## config.mk

```make
export PLATFORM = sky130hd
export DESIGN_NAME = seq_mult_param_flat
export DESIGN_NICKNAME = d
export VERILOG_FILES = /design/src/rtl/seq_mult_param_if.sv /design/src/rtl/seq_mult_param.sv /design/src/flat_wrapper.sv
export SDC_FILE = /design/constraint.sdc
export NUM_CORES = 1
export LEC_CHECK = 0
export ABC_AREA = 0
export BUFFER_PORTS_ARGS = -buffer_cell sky130_fd_sc_hd__buf_2
export CAP_MARGIN = 40
export CORE_MARGIN = 3
export CORE_UTILIZATION = 44
export DETAILED_ROUTE_END_ITERATION = 8
export SLEW_MARGIN = 10
export SYNTH_ARGS = -nofsm -noshare
export SYNTH_HDL_FRONTEND = slang
export SYNTH_SLANG_ARGS = --single-unit
```

## constraint.sdc

```tcl
create_clock -name clk -period 5.66 [get_ports clk]
set_input_delay 0.283 -clock clk [delete_from_list [all_inputs] [get_ports clk]]
set_output_delay 0.283 -clock clk [all_outputs]
set_load 0.02 [all_outputs]
```

## src/rtl/seq_mult_param_if.sv

```systemverilog
// Request/result bundle between an operand source, the sequential multiplier and its consumer.
// The source/consumer side uses master; the multiplier uses slave.
interface seq_mult_param_if #(
    parameter int WIDTH = 4
);
    logic                 start;
    logic [WIDTH-1:0]     a;
    logic [WIDTH-1:0]     b;
    logic                 signed_mode;
    logic                 busy;
    logic                 out_valid;
    logic                 out_ack;
    logic [2*WIDTH-1:0]   product;

    modport master (
        output start, a, b, signed_mode, out_ack,
        input  busy, out_valid, product
    );

    modport slave (
        input  start, a, b, signed_mode, out_ack,
        output busy, out_valid, product
    );
endinterface

```

## src/rtl/seq_mult_param.sv

```systemverilog
// Sequential shift-and-add multiplier with run-time signed/unsigned mode.
// It takes WIDTH CALC cycles plus one FIX cycle, then holds the result until it is acknowledged.
module seq_mult_param #(
    parameter int WIDTH = 4
) (
    input  logic            clk,
    input  logic            rst,
    seq_mult_param_if.slave bus
);
    localparam int PW = 2 * WIDTH;
    localparam int CW = $clog2(WIDTH) + 1;
    localparam logic [CW-1:0] LAST = CW'(WIDTH - 1);

    typedef enum logic [1:0] {IDLE, CALC, FIX, DONE} state_t;

    state_t            state;
    state_t            state_nxt;
    logic [PW-1:0]     mcand;
    logic [PW-1:0]     acc;
    logic [PW-1:0]     product_r;
    logic [WIDTH-1:0]  mplier;
    logic [CW-1:0]     cnt;
    logic              neg;

    // The most negative operand negates to 2^(WIDTH-1), which still fits as an unsigned magnitude.
    function automatic logic [WIDTH-1:0] magnitude(input logic signed [WIDTH-1:0] x,
                                                   input logic sm);
        return (sm && x[WIDTH-1]) ? (~x + WIDTH'(1)) : x;
    endfunction

    function automatic logic [PW-1:0] apply_sign(input logic [PW-1:0] mag, input logic n);
        return n ? (~mag + PW'(1)) : mag;
    endfunction

    always_ff @(posedge clk or negedge rst) begin
        if (!rst) state <= IDLE;
        else      state <= state_nxt;
    end

    always_comb begin
        state_nxt = state;
        case (state)
            IDLE: if (bus.start)   state_nxt = CALC;
            CALC: if (cnt == LAST) state_nxt = FIX;
            FIX:                   state_nxt = DONE;
            DONE: if (bus.out_ack) state_nxt = IDLE;
            default:               state_nxt = IDLE;
        endcase
    end

    always_comb begin
        bus.busy      = (state != IDLE);
        bus.out_valid = (state == DONE);
    end

    always_ff @(posedge clk or negedge rst) begin
        if (!rst) begin
            mcand     <= '0;
            mplier    <= '0;
            acc       <= '0;
            cnt       <= '0;
            neg       <= 1'b0;
            product_r <= '0;
        end else begin
            case (state)
                IDLE: if (bus.start) begin
                    mcand  <= {{WIDTH{1'b0}}, magnitude(bus.a, bus.signed_mode)};
                    mplier <= magnitude(bus.b, bus.signed_mode);
                    neg    <= bus.signed_mode & (bus.a[WIDTH-1] ^ bus.b[WIDTH-1]);
                    acc    <= '0;
                    cnt    <= '0;
                end
                CALC: begin
                    if (mplier[0]) acc <= acc + mcand;
                    mcand  <= mcand << 1;
                    mplier <= mplier >> 1;
                    cnt    <= cnt + CW'(1);
                end
                FIX:  product_r <= apply_sign(acc, neg);
                default: ;
            endcase
        end
    end

    assign bus.product = product_r;
endmodule
```

## src/flat_wrapper.sv

```systemverilog
// flat-port wrapper written by rule: the top's interface ports become plain ports
module seq_mult_param_flat 
#(
    parameter int WIDTH = 4
)
  (clk, rst, bus_start, bus_a, bus_b, bus_signed_mode, bus_out_ack, bus_busy, bus_out_valid, bus_product);
  seq_mult_param_if #(.WIDTH(WIDTH)) bus_i ();
  input  logic clk;
  input  logic rst;
  input wire logic [$bits(bus_i.start)-1:0] bus_start;
  input wire logic [$bits(bus_i.a)-1:0] bus_a;
  input wire logic [$bits(bus_i.b)-1:0] bus_b;
  input wire logic [$bits(bus_i.signed_mode)-1:0] bus_signed_mode;
  input wire logic [$bits(bus_i.out_ack)-1:0] bus_out_ack;
  output wire logic [$bits(bus_i.busy)-1:0] bus_busy;
  output wire logic [$bits(bus_i.out_valid)-1:0] bus_out_valid;
  output wire logic [$bits(bus_i.product)-1:0] bus_product;
  assign bus_i.start = bus_start;
  assign bus_i.a = bus_a;
  assign bus_i.b = bus_b;
  assign bus_i.signed_mode = bus_signed_mode;
  assign bus_i.out_ack = bus_out_ack;
  assign bus_busy = bus_i.busy;
  assign bus_out_valid = bus_i.out_valid;
  assign bus_product = bus_i.product;
  seq_mult_param #(.WIDTH(WIDTH)) u_core (.clk(clk), .rst(rst), .bus(bus_i));
endmodule
```

; ---- Word level (Yosys, flattened, before mapping)
; Index checks and enable logic that the tools add are counted.
[classes]
addsub = 5
mux = 16
bitwise = 5
reduce_logical = 9
multipliers = 0
div = 0
n_shift = 0
order_cmp = 0
eq_ne = 8
[op_table]
columns = operator, n
row1 = 8-bit 2-to-1 mux, 4
row2 = 8-bit case mux with 2 select lines, 2
row3 = 4-bit 2-to-1 mux, 3
row4 = 4-bit by 2-bit adder with 4-bit output (second input constant), 2
row5 = 8-bit by 1-bit adder with 8-bit output (second input constant), 1
row6 = 8-bit adder, 1
row7 = 4-bit inverter, 2
row8 = 8-bit inverter, 1
row9 = 2-bit case mux with 4 select lines, 1
row10 = 4-bit case mux with 2 select lines, 1
row11 = 2-bit 2-to-1 mux, 3
row12 = 3-bit case mux with 2 select lines, 1
row13 = 3-bit AND reduction, 2
row14 = 2-bit equality test (second input constant), 2
row15 = 2-bit by 1-bit inequality test with 1-bit output (second input constant), 2
row16 = 2-bit inequality test (second input constant), 2
row17 = 2-bit AND reduction, 2
row18 = 2-bit nonzero test, 2
row19 = 3-bit by 1-bit adder with 3-bit output (second input constant), 1
row20 = 3-bit by 2-bit equality test with 1-bit output (second input constant), 1
row21 = 3-bit 2-to-1 mux, 1
row22 = 2-bit by 1-bit equality test with 1-bit output (second input constant), 1
row23 = 1-bit logical AND, 2
row24 = 2-bit logical NOT, 1
row25 = 2 further kinds, 2
[totals]
latch_bits = 0
elab_cells = 50
inputBits = 13
ff_bits = 34
ramBits = 0
out_inout_bits = 10
memories = 0
rom_bits = 0

; ---- Depth between registers and ports, before layout
; Gate-level depths: netlist of the first run.
[depth]
ltp_word = 5
depth_mapped = 9
depth_no_buf = 8

; ---- Least setup slack after synthesis of the first run
; OpenSTA, ideal clock, no wires.
[synth_path]
kind = register to register
startpoint = register u_core.acc[0]
endpoint = register u_core.acc[6]
t_required_ns = 5.533
arrival_time_ns = 1.859
path_slack_ns = 3.673
setup_time_ns = 0.127
path_stages_with_launch = 9
period_less_slack_ns = 1.987
n_path_buf = 0
path_cell_list = dfrtp_1 ha_1 fa_1 a21o_2 a21oi_1 o21bai_1 a21oi_1 xor2_1 o21ai_0
[synth_between]
elab_chain_cells = 3
[synth_rtl]
columns = item, line
row1 = "start, declared", seq_mult_param.sv:19  ; logic [PW-1:0] acc;
row2 = "start signal, assigned", seq_mult_param.sv:74  ; if (mplier[0]) acc <= acc + mcand;
row3 = 8-bit adder, seq_mult_param.sv:74
row4 = 8-bit 2-to-1 mux, seq_mult_param.sv:74
row5 = 8-bit case mux with 2 select lines, seq_mult_param.sv:65  ; case (state)
; Every way passes these cells. The select of a mux whose other input is x is not followed.
; A chain may end at the register's enable or synchronous reset.

; ---- Worst setup path after layout of the first run
[layout_path]
startpoint = register u_core.state[0]
endpoint = register u_core.acc[0]
[layout_between]
elab_chain_cells = 3
elab_cells_between_ends = 7
cone_classes = eq/ne (3) / mux (1) / reduce/logical (3)
[layout_rtl]
columns = item, line
row1 = "start, declared", seq_mult_param.sv:16  ; state_t state;
row2 = "start signal, assigned", seq_mult_param.sv:37  ; else state <= state_nxt;
row3 = 2-bit by 1-bit equality test with 1-bit output or 2-bit logical NOT (tied branches), seq_mult_param.sv:65
row4 = "2-bit by 1-bit inequality test with 1-bit output (no source line), or another cell as far along", --
row5 = 3-bit AND reduction (no source line), --
; Parallel ways exist; a longest one is shown, timed or not.

==> impl_results.md, run 1 <==
* CTS-repair resized insts at 0
* Initial antenna violation count at 0
* Critical-path cell list: inv_1, ha_1, inv_1, nor2_2, nor2_1, o21ai_0, buf_2, o21ai_0
* Final Hold Fails at 0
* VDD IR max at 0.185 mV
* Critical path arrival at 2.68 ns
* TritonCTS clock tree: built
* Post-synth ARST share at 100%
* Leakage power at 1.10 nW
* ANT cells at 0
* Port bufs at 22
* Number of setup buffers added after CTS at 0
* Max incr delay on CP at 0.60 ns
* WL per Instance at 14.1 um
* Max Cap Viol at 0
* Overflow after GRT at 0
* Primary FF master, synth: dfrtp_1
* Post-synth EDFFs at 0
* Clock Pin Slew Worst Setup and Hold Paths at 0.07 ns
* Startpoint Class: flop
* Cells after Synth at 229
* WL final at 4250 um
* Drt first pass iters at 4
* Die area at 5720 sq um
* Setup violators final at 0
* Layout cells sized above 1 at 15.7%
* Vias in the first global route at 1591
* DRC at 0
* Vias/cell at 5.54
* Mapped Nets at 260
* Hold Crit Class: primary input to asynchronous set/reset pin
* Site Rows at 24
* Most frequent standard cell in the layout excluding fill and tap cells: dfrtp_1
* Final min period at 2.52 ns
* CTS Sinks at 34
* Largest net degree at the start of global routing at 35
* Total number of vias at 1668
* I/O pin count at 23
* Worst path required time at 5.82 ns
* CTS Hold Buffers Added at 0
* Core Box Area at 4500 sq um
* Antenna viol nets, final at 0
* Status: complete, no violations
* Crit path kind: flop to flop
* R2r setup slk at 3.14 ns
* Mapped cell area at 2130 sq um
* Gpl congestion at 0.782
* Root Driver: clkbuf_8
* Die height at 75.6 um
* CP endpoint kind: flop
* Die span in x at 75.6 um
* DPL Wire Length at 3170 um
* Synthesized flop and latch total at 34
* Reg2reg start: u_core.state[0]
* H-tree lvl count at 2
* Worst Reg-to-Reg Cells at 8
* Fin Hold WS at 0.0733 ns
* Reg2reg end: u_core.acc[0]
* Yosys warns at 0
* Syn Area/Cell at 9.31 sq um
* Final Cycle Share at 44.5%
* Most frequent cells in the layout: dfrtp_1, buf_2, o21ai_0
* Pins Over Slew Limit at 0
* Total power at 1.36 mW
* Seq/Total Area, Yosys at 39.9%
* Crit-path max FO at 20
* TNS Setup at 0 ns
* Fmax achieved at 0.397 GHz
* CP startpoint: u_core.state[0]
* Power per Cell Area at 577 nW/um^2
* CTS Buffer Depth at 2
* Post-synth cell types at 34
* CP Capture Point: u_core.acc[0]
* P&R area growth vs syn at 10.4%
* First-pass GRT wire length at 7330 um
* Unrepaired setup endpoints after global routing: no
* Worst slew margin at 42.5%
* Worst Tran Pin Value at 0.863 ns
* CP max stage cell: ha_1
* Initial Util at 47.3%
* Worst-Skew Late Latency at 0.28 ns
* GRT Util Overall at 16.9%
* DRT iter0 DRCs at 67
* Clock Skews at 0.00764 ns
* Final net count at 281
* Cts bufs inserted at 5
## final cells by class
type,instances,area [sq um]
Inverter,16,60.1
Clock buffer,6,82.6
Multi-Input combinational cell,170,1180
Fill cell,417,2150
Sequential cell,34,851
Timing Repair Buffer,23,115
Tap cell,52,65.1
## worst min-delay path by stage
| stage | start | endpoint |
|---|---|---|
| after floorplan | rst | u_core.acc[0] |
| after detailed placement | rst | u_core.bus.product[5] |
| after global placement | rst | u_core.bus.product[6] |
| after CTS | rst | u_core.mcand[2] |
| after global routing | rst | u_core.bus.product[5] |
| final | rst | u_core.bus.product[5] |
## synth_stat cells (4+ instances only)
cell / n / share of area (%)
o21ai_0: 22 / 5.2
a21oi_1: 21 / 4.9
dfrtp_1: 34 / 40
clkbuf_1: 4 / 0.70
inv_1: 16 / 2.8
xor2_1: 10 / 4.1
mux2i_1: 7 / 3.3
a22oi_1: 6 / 2.1
nor2_1: 18 / 3.2
o22ai_1: 10 / 2.9
xnor2_1: 6 / 2.5
ha_1: 17 / 10
nand2_1: 21 / 3.7
mux2_2: 6 / 3.2
o31ai_1: 5 / 1.8
buf_2: 5 / 1.2
## per-layer routing
metal	part of all wire, %	GRT usage, %	up-vias
met5	0	0	-
met2	46	27.2	28
met4	0.99	4.66	0
met3	3.9	4.35	4
li1	-	-	857
met1	49	22.4	779
## where the power goes
part | internal, mW | switching, mW
logic | 0.299 | 0.404
clock network | 0.0939 | 0.0859
registers | 0.358 | 0.119
total | 0.751 | 0.608
## state kept, by name, summed over array words and instances, names as in the netlist
signal / count
u_core.mplier: 4
u_core.mcand: 8
u_core.acc: 8
u_core.neg: 1
u_core.bus.product: 8
u_core.cnt: 3
u_core.state: 2
## stage by stage
step / util, % / instances / instance area (sq um) / setup slack (ns)
floorplan: - / 229 / 2130 / 3.67
global placement: 50.3 / 294 / 2270 / 2.98
detailed placement: 50.4 / 295 / 2270 / 3.12
CTS: 52.3 / 301 / 2350 / 3.14
global route: 52.3 / 301 / 2350 / 2.90
finish: 52.3 / 301 / 2350 / 3.14
## cells by family (layout without fill, tap and decap cells)
family / count (synthesis) / after routing / synth area share (%)
adders and majority gates: 18 / 18 / 10.9
buffers and inverters: 25 / 45 / 4.69
muxes: 13 / 13 / 6.46
AOI/OAI and AO/OA: 77 / 77 / 22.7
and+or+nand+nor: 46 / 46 / 8.80
DFF: 34 / 34 / 39.9
xor gates and xnor gates: 16 / 16 / 6.57
## worst max-delay path: cells and delay by family (launching register included)
family | cells | cell delay (ns)
compound gates | 2 | 0.26
fa+ha+maj | 1 | 0.60
flops | 1 | 0.41
buf+inv | 3 | 0.63
simple gates | 2 | 0.48
(Power assumes the default switching activity.)
==> inputs of run 2 (changes only) <==
--- a/config.mk
+++ b/config.mk
@@ -11,6 +11,7 @@
 export CORE_MARGIN = 3
 export CORE_UTILIZATION = 44
 export DETAILED_ROUTE_END_ITERATION = 8
+export PLACE_DENSITY = 0.65
 export SLEW_MARGIN = 10
 export SYNTH_ARGS = -nofsm -noshare
 export SYNTH_HDL_FRONTEND = slang
==> constraint.sdc (replaced) <==
create_clock -name clk -period 2.26 [get_ports clk]
set_input_delay 0.113 -clock clk [delete_from_list [all_inputs] [get_ports clk]]
set_output_delay 0.113 -clock clk [all_outputs]
set_load 0.02 [all_outputs]
==> run 2 against run 1 <==
Worst hold slack gained 0.045 ns. Power increased to 2.5 times the previous value. Clock power grew 130%. Clock-buffer cell count fell by 1. Via count grew 0.90%. Sequential cell count unchanged. Largest cell class unchanged. Largest power group unchanged.
==> impl_results.md, run 2 (same netlist as run 1, synthesis figures left out) <==
* Vias in the first global route at 1550 (-2.6%)
* Pins Over Slew Limit at 0 (unchanged)
* GRT Util Overall at 15.7% (-1.2 points)
* Fmax achieved at 0.479 GHz (+21%)
* Worst-Skew Late Latency at 0.28 ns (about the same)
* Worst hold stages at 3
* CTS Sinks at 34 (unchanged)
* Final min period at 2.09 ns (-0.433 ns)
* Layout cells sized above 1 at 17.6% (+1.9 points)
* CP endpoint kind: flop
* Hold Crit Class: primary input to flop
* WHS Endpoint: u_core.neg
* Worst Reg-to-Reg Cells at 8 (unchanged)
* WL per Instance at 13.5 um (-4.5%)
* R2r setup slk at 0.17 ns (-2.97 ns)
* Clock Skews at 0.00546 ns (-0.00218 ns)
* Leakage power at 1.13 nW (+2.8%)
* Most frequent cells in the layout: dfrtp_1, o21ai_0, buf_2
* H-tree lvl count at 2 (unchanged)
* Die span in x at 75.6 um (unchanged)
* DPL Wire Length at 3180 um (+0.30%)
* Setup violators final at 0 (unchanged)
* Root Driver: clkbuf_8
* Reg2reg start: u_core.acc[0]
* WL final at 4160 um (-2.3%)
* Worst slew margin at 49.2% (+6.7 points)
* Reg2reg end: u_core.acc[6]
* Clock Pin Slew Worst Setup and Hold Paths at 0.07 ns (about the same)
* CTS Buffer Depth at 2 (unchanged)
* Total power at 3.41 mW (+150%)
* Most frequent standard cell in the layout excluding fill and tap cells: dfrtp_1
* Cts bufs inserted at 5 (unchanged)
* Worst path required time at 2.42 ns (-3.40 ns)
* TritonCTS clock tree: built
* TNS Setup at 0 ns (unchanged)
* HP Start: bus_signed_mode
* FILL cells at 415 (-0.48%)
* Critical path arrival at 2.25 ns (-0.43 ns)
* Unrepaired setup endpoints after global routing: no
* First-pass GRT wire length at 6870 um (-6.3%)
* Vias/cell at 5.46 (-1.4%)
* P&R area growth vs syn at 12.6%
* Total number of vias at 1683 (+0.90%)
* Max Cap Viol at 0 (unchanged)
* Antenna viol nets, final at 0 (unchanged)
* Port bufs at 22 (unchanged)
* ANT cells at 0 (unchanged)
* Fin Hold WS at 0.118 ns (+0.0447 ns)
* Status: complete, no violations
* DRT iter0 DRCs at 82 (+22%)
* Site Rows at 24 (unchanged)
* CTS-repair resized insts at 0 (unchanged)
* Worst Tran Pin Value at 0.754 ns (-0.109 ns)
* DRC at 0 (unchanged)
* I/O pin count at 23 (unchanged)
* Final Cycle Share at 92.4% (+48 points)
* Core Box Area at 4500 sq um (unchanged)
* Die height at 75.6 um (unchanged)
* Power per Cell Area at 1420 nW/um^2 (+150%)
* Initial Util at 47.3% (unchanged)
* Die area at 5720 sq um (unchanged)
* Startpoint Class: flop
* Drt first pass iters at 4 (unchanged)
* Crit-path max FO at 5 (-75%)
* Final Hold Fails at 0 (unchanged)
* Largest net degree at the start of global routing at 35 (unchanged)
* Initial antenna violation count at 0 (unchanged)
* Overflow after GRT at 0 (unchanged)
* Finished Core Util at 53.3% (+1.0 points)
* Pre-CTS setup slack at 0.161 ns (-2.96 ns)
* Crit path kind: flop to flop
* VDD IR max at 0.711 mV (+290%)
* Gpl congestion at 0.847 (+8.3%)
* Final worst slack at 0.172 ns (-2.97 ns)
* Final net count at 287 (+2.1%)
## run 2: changes by cell type in the layout (fill, tap and decap cells not counted)
cell / previous run / this run
buf_4: 0 / 6
clkinv_2: 0 / 2
buf_2: 23 / 22
clkbuf_8: 6 / 5
dlygate4sd3_1: 0 / 1
## run 2: how the worst max path moves through the flow
stage / from / endpoint / slack [ns] / cells past startpoint
3_3_place_gp: u_core.acc[0] / u_core.acc[6] / 0.18 / 8
6_report: u_core.acc[0] / u_core.acc[6] / 0.17 / 8
4_1_cts: u_core.acc[0] / u_core.acc[6] / 0.15 / 8
5_1_grt: u_core.acc[0] / u_core.acc[6] / 0.02 / 8
3_5_place_dp: u_core.acc[0] / u_core.acc[6] / 0.16 / 8
2_1_floorplan: u_core.acc[0] / u_core.acc[6] / 0.27 / 8
## run 2: layout make-up
cell class | count | area, sq um | area share, %
inverter | 16 | 60.1 | 2.50
tap | 52 | 65.1 | 2.71
clock buffer | 5 | 68.8 | 2.87
sequential | 34 | 851 | 35.4
multi-input combinational | 170 | 1180 | 49.2
clock inverter | 2 | 10.0 | 0.417
timing repair buffer | 29 | 165 | 6.88
## run 2: critical path, stage by stage (launching register included)
cell and delay, ns:
dfrtp_1 0.42, ha_1 0.26, fa_1 0.41, a21o_2 0.20, a21oi_1 0.21, o21bai_1 0.08, a21oi_1 0.17, xor2_1 0.15
o21ai_0 0.08
## run 2: report_power, final
part	internal [mW]	switching, mW	total [mW]
sequential	0.897	0.282	1.18
clock	0.206	0.204	0.411
combinational	0.800	1.02	1.82
total	1.90	1.51	3.41
## run 2: metrics by stage
step	std cells	area [sq um]
finish	308	2400
global route	308	2400
CTS	308	2400
detailed placement	300	2310
global placement	300	2310
floorplan	229	2130
## run 2: timing repair
item	4_1_cts	5_1_grt
endpoints found under the hold margin	34	0
hold buffers	1	0
setup buffers	0	0
## run 2: layer usage
metal | track usage [%] | vias up | wire [um]
met2 | 25.0 | 27 | 1930
met3 | 4.35 | 9 | 181
met4 | 5.05 | 0 | 71
met5 | 0 | - | 0
met1 | 20.6 | 771 | 1980
li1 | - | 876 | -
